<file path="config.mk">
export PLATFORM = sky130hd
export DESIGN_NAME = ex_div_radix
export DESIGN_NICKNAME = d
export VERILOG_FILES = /design/src/rtl/ex_div_radix.sv
export SDC_FILE = /design/constraint.sdc
export NUM_CORES = 1
export LEC_CHECK = 0
export CAP_MARGIN = 20
export CELL_PAD_IN_SITES_DETAIL_PLACEMENT = 0
export CELL_PAD_IN_SITES_GLOBAL_PLACEMENT = 1
export CORE_UTILIZATION = 45
export DETAILED_ROUTE_END_ITERATION = 12
export GPL_TIMING_DRIVEN = 0
export HOLD_SLACK_MARGIN = 0.06
export PLACE_DENSITY = 0.94
export SLEW_MARGIN = 10
export SYNTH_ARGS = -nofsm -noshare
export SYNTH_HDL_FRONTEND = slang
export SYNTH_SLANG_ARGS = --single-unit
</file>
<file path="constraint.sdc">
create_clock -name clock -period 9.7 [get_ports clock]
set_input_delay 1.94 -clock clock [delete_from_list [all_inputs] [get_ports clock]]
set_output_delay 1.94 -clock clock [all_outputs]
set_load 0.05 [all_outputs]
</file>
<file path="src/rtl/ex_div_radix.sv">
// Iterative restoring integer divider (signed/unsigned) for the EX stage.
// Retires BITS_PER_CYCLE quotient bits per clock; result is {remainder, quotient}.
module ex_div_radix #(
  parameter int WIDTH          = 32,
  parameter int BITS_PER_CYCLE = 1
) (
  input  logic                 clock,
  input  logic                 reset,
  input  logic                 is_signed,
  input  logic [WIDTH-1:0]     operand1,
  input  logic [WIDTH-1:0]     operand2,
  input  logic                 is_start,
  input  logic                 is_annul,
  output logic                 is_ended,
  output logic [2*WIDTH-1:0]   result,
  output logic                 div_by_zero,
  output logic                 busy
);

  localparam int N  = WIDTH / BITS_PER_CYCLE;
  localparam int CW = $clog2(N + 1);

  typedef enum logic [2:0] {FREE, BY_ZERO, ON, FIXUP, END} state_t;

  state_t             r_state, w_next;
  logic [CW-1:0]      r_cycle;
  logic [WIDTH-1:0]   r_rem, r_quo, r_div;
  logic               r_neg_q, r_neg_r, r_dz_pend;
  logic               r_is_ended, r_dz, r_busy;
  logic [2*WIDTH-1:0] r_result;
  logic [WIDTH-1:0]   w_rem_nx, w_quo_nx, w_mag1, w_mag2;

  function automatic logic [WIDTH-1:0] negate(input logic [WIDTH-1:0] v);
    return ~v + 1'b1;
  endfunction

  assign w_mag1 = (is_signed && operand1[WIDTH-1]) ? negate(operand1) : operand1;
  assign w_mag2 = (is_signed && operand2[WIDTH-1]) ? negate(operand2) : operand2;

  // r_quo starts as the dividend and is shifted out MSB-first while quotient bits shift in.
  always_comb begin
    logic [WIDTH-1:0] rem;
    logic [WIDTH-1:0] quo;
    logic [WIDTH:0]   sh;
    logic [WIDTH+1:0] trial;
    rem   = r_rem;
    quo   = r_quo;
    sh    = '0;
    trial = '0;
    for (int k = 0; k < BITS_PER_CYCLE; k++) begin
      sh    = {rem, quo[WIDTH-1]};
      trial = {1'b0, sh} - {2'b00, r_div};
      if (trial[WIDTH+1]) begin
        rem = sh[WIDTH-1:0];
        quo = {quo[WIDTH-2:0], 1'b0};
      end else begin
        rem = trial[WIDTH-1:0];
        quo = {quo[WIDTH-2:0], 1'b1};
      end
    end
    w_rem_nx = rem;
    w_quo_nx = quo;
  end

  always_comb begin
    w_next = r_state;
    case (r_state)
      FREE:    if (is_start && !is_annul) w_next = (operand2 == '0) ? BY_ZERO : ON;
      BY_ZERO: w_next = is_annul ? FREE : END;
      ON: begin
        if (is_annul)                     w_next = FREE;
        else if (r_cycle == CW'(N - 1))   w_next = FIXUP;
      end
      FIXUP:   w_next = is_annul ? FREE : END;
      END:     if (r_is_ended && !is_start) w_next = FREE;
      default: w_next = FREE;
    endcase
  end

  always_ff @(posedge clock or posedge reset) begin
    if (reset) begin
      r_state    <= FREE;
      r_busy     <= 1'b0;
      r_cycle    <= '0;
      r_rem      <= '0;
      r_quo      <= '0;
      r_div      <= '0;
      r_neg_q    <= 1'b0;
      r_neg_r    <= 1'b0;
      r_dz_pend  <= 1'b0;
      r_is_ended <= 1'b0;
      r_dz       <= 1'b0;
      r_result   <= '0;
    end else begin
      r_state <= w_next;
      r_busy  <= (w_next != FREE);
      case (r_state)
        FREE: if (w_next != FREE) begin
          r_rem     <= '0;
          r_quo     <= w_mag1;
          r_div     <= w_mag2;
          r_cycle   <= '0;
          r_neg_q   <= is_signed & (operand1[WIDTH-1] ^ operand2[WIDTH-1]);
          r_neg_r   <= is_signed & operand1[WIDTH-1];
          r_dz_pend <= (w_next == BY_ZERO);
        end
        BY_ZERO: begin
          r_rem     <= '0;
          r_quo     <= '0;
          r_dz_pend <= 1'b1;
        end
        ON: if (!is_annul) begin
          r_rem   <= w_rem_nx;
          r_quo   <= w_quo_nx;
          r_cycle <= r_cycle + 1'b1;
        end
        FIXUP: begin
          if (r_neg_q) r_quo <= negate(r_quo);
          if (r_neg_r) r_rem <= negate(r_rem);
        end
        END: begin
          if (w_next == FREE) begin
            r_is_ended <= 1'b0;
            r_result   <= '0;
            r_dz       <= 1'b0;
            r_dz_pend  <= 1'b0;
          end else begin
            r_is_ended <= 1'b1;
            r_result   <= {r_rem, r_quo};
            r_dz       <= r_dz_pend;
          end
        end
        default: ;
      endcase
    end
  end

  assign is_ended    = r_is_ended;
  assign result      = r_result;
  assign div_by_zero = r_dz;
  assign busy        = r_busy;

endmodule

</file>
==> results.sh <==
export IMPL_status="finished, final reports clean"
export IMPL_crit_chain="clkdlybuf4s50_1, nor4_1, nand3_1, nor3_1, and2_1, nand2_1, nand2_1, a21boi_0, o41ai_1"
export IMPL_ir_drop_uv=145
export IMPL_clock_root_buffer="clkbuf_16"
export IMPL_crit_path_start_kind="primary input"
export IMPL_required_ns=10.01
export IMPL_slowest_stage="nor4_1"
export IMPL_clkSinkCount=175
export IMPL_grt_setup_unrepaired="no"
export IMPL_ctsHtreeMaxLevel=4
export IMPL_num_antenna_cells=0
export IMPL_drtAntennaViolNets=0
export IMPL_grt_ovfl_total=0
export IMPL_hold_class="reg2reg"
export IMPL_hpwl_um=28100
export IMPL_drive_above_1_share_pct=4.00
export IMPL_route_detailed_drc=0
export IMPL_die_x_um=163
export IMPL_area_growth_syn_to_layout_pct=20.9
export IMPL_cp_end_kind="flop"
export IMPL_io_pins=136
export IMPL_via_per_inst=6.09
export IMPL_total_power_mw=3.71
export IMPL_dieArea_um2=26500
export IMPL_cts_buffers=17
export IMPL_gp_congestion=0.933
export IMPL_totalWireLength_um=38100
export IMPL_gr_usage_met3_pct=5.86
export IMPL_drtIter0Drc=1104
export IMPL_stdcell_count=1881
export IMPL_design_core_area_um2=25300
export IMPL_cpPeakStageDelay_ns=0.75
export IMPL_grt_pass1_vias=10745
export IMPL_syn_avg_cell_area_um2=8.41
export IMPL_clk_latency_ns=0.44
export IMPL_final_min_clock_period_ns=4.89
export IMPL_hold_buffers=0
export IMPL_nFillCells=2336
export IMPL_async_reset_ff_share_pct=100
export IMPL_slew_headroom_pct=26.0
export IMPL_finalHoldViolations=0
export IMPL_grt_pass1_wl_um=59200
export IMPL_ys_ff_latch=175
export IMPL_grt_util_met2_pct=42.9
export IMPL_leakagePower_nw=5.88
export IMPL_synthesis_instances=1382
export IMPL_synth_warnings=0
export IMPL_fin_ws_ns=4.81
export IMPL_finalSetupTns_ns=0
export IMPL_synthesis_area_um2=11600
export IMPL_synth_ff_type="dfrtp_1"
export IMPL_synth_edff_count=0
export IMPL_slew_violations=0
export IMPL_fmax_ghz=0.205
export IMPL_yosysUniqueCellTypes=74
export IMPL_antenna_found_initial=1
export IMPL_clock_skew_ns=0.0135
export IMPL_max_cap_viol_count=0
export IMPL_dp_worst_setup_slack_ns=4.50
export IMPL_tightest_slew_ns=1.10
export IMPL_start_util_pct=46.0
export IMPL_num_rows=58
export IMPL_placed_cells=1849
export IMPL_p_per_area_nw_per_um2=264
export IMPL_clock_path_buffers=2
export IMPL_use_met1_pct=42.0
export IMPL_synth_nets=1489
export IMPL_crit_type="in2reg"
export IMPL_final_cell_mix="175 x dfrtp_1, 145 x o21ai_0, 142 x nand2_1, 135 x clkdlybuf4s50_1, 116 x nor2_1"
export IMPL_ys_seq_area_share_pct=37.7
export IMPL_drt_first_pass_iters=8
export IMPL_track_usage_pct=29.0
export IMPL_final_nets=1645
export IMPL_grt_max_degree=102
export IMPL_vias=11460
export IMPL_crit_path_frequent_cell="nand2_1"
export IMPL_min_period_over_period_pct=50.4
export IMPL_crit_path_max_fanout=4
export IMPL_cts_tree="yes"
export IMPL_cts_setup_buffers=0
export IMPL_ctsResizeCount=0
export IMPL_busiest_layer="met2"
export IMPL_portBuffers=135
export IMPL_setup_viol=0
export IMPL_path_clk_slew_ns=0.07
export IMPL_final_common_cell="dfrtp_1"
export IMPL_cp_arrival_ns=5.19
export IMPL_die_y_um=163
export IMPL_wl_per_cell_um=20.3
-- layer usage --
metal | up-vias | wire [µm]
met5 | - | 17
met2 | 536 | 16800
met1 | 5484 | 17500
met3 | 76 | 2990
met4 | 2 | 837
li1 | 5362 | -
-- state kept, by name (all words and copies together), names as in the netlist --
register and flops:
r_neg_q 1, r_neg_r 1, busy 1, result 64, r_dz_pend 1, r_state 3, r_div 32, r_quo 32
r_cycle 6, r_rem 32, div_by_zero 1, is_ended 1
-- path summary, 6_finish.rpt --
kind | to | slack, ns | depth (start not counted) | from
worst max-delay path | r_quo[31]$_DFFE_PP0P_ | 4.81 | 9 | operand1[2]
worst min-delay path | r_div[26]$_DFFE_PP0P_ | 0.48 | 2 | r_div[26]$_DFFE_PP0P_
worst max register to register | r_rem[13]$_DFFE_PP0P_ | 5.98 | 10 | r_rem[2]$_DFFE_PP0P_
worst min register to register | r_div[26]$_DFFE_PP0P_ | 0.48 | 2 | r_div[26]$_DFFE_PP0P_
max in group asynchronous | r_div[24]$_DFFE_PP0P_ | 6.82 | 3 | reset
min in group asynchronous | r_quo[11]$_DFFE_PP0P_ | 1.97 | 2 | reset
-- cells in the mapped netlist (12+ instances only) --
library cell / instances / area, µm²
a22o_1: 68 / 596
a21oi_1: 98 / 490
nor3_1: 55 / 275
nand2_1: 142 / 533
clkbuf_1: 70 / 263
or3_1: 13 / 81.3
inv_1: 63 / 236
dfrtp_1: 175 / 4380
nor4_1: 19 / 119
a31oi_1: 16 / 100
xnor2_1: 48 / 420
mux2i_1: 20 / 200
xor2_1: 46 / 403
o22ai_1: 12 / 75.1
nand3_1: 18 / 90.1
ha_1: 37 / 463
o21ai_0: 145 / 726
nor2_1: 116 / 435
a211oi_1: 12 / 90.1
o221ai_1: 12 / 105
o31ai_1: 13 / 97.6
-- cell type report --
cell class / instances / area [µm²] / share of cell area (%)
Inverter: 65 / 251 / 1.79
Multi-Input combinational cell: 1060 / 6690 / 47.6
Buffer: 82 / 322 / 2.29
Timing Repair Buffer: 137 / 1390 / 9.87
Clock inverter: 12 / 156 / 1.11
Sequential cell: 175 / 4380 / 31.2
Clock buffer: 20 / 457 / 3.25
Tap cell: 330 / 413 / 2.94
-- where the power goes --
part / internal (mW) / switching (mW)
sequential: 0.860 / 0.193
clock: 0.421 / 0.317
combinational: 0.741 / 1.18
-- logic make-up (layout without fill, tap and decap cells) --
group,Yosys count,count (layout),synth area share (%)
xor gates and xnor gates,94,94,7.08
AOI/OAI and AO/OA,467,467,26.1
adders and majority gates,38,38,4.15
buffers and inverters,147,316,4.87
and+or+nand+nor,440,440,18.3
muxes,21,21,1.82
DFF,175,175,37.7
-- metrics by stage --
stage / hold slack, ns / cell area, µm² / utilization, %
after CTS: 0.486 / 14000 / 55.6
after detailed placement: 0.470 / 13400 / 53.2
after global placement: 0.460 / 13400 / 53.0
after floorplan: 0.450 / 11600 / -
after global routing: 0.507 / 14000 / 55.6
final: 0.482 / 14000 / 55.6
-- critical path, delay by kind of cell --
kind,cells,cell delay [ns]
AO/OA/AOI/OAI,2,0.52
buffers and inverters,1,0.50
AND/OR/NAND/NOR,6,2.24
Power figures use the tool's default switching activity.
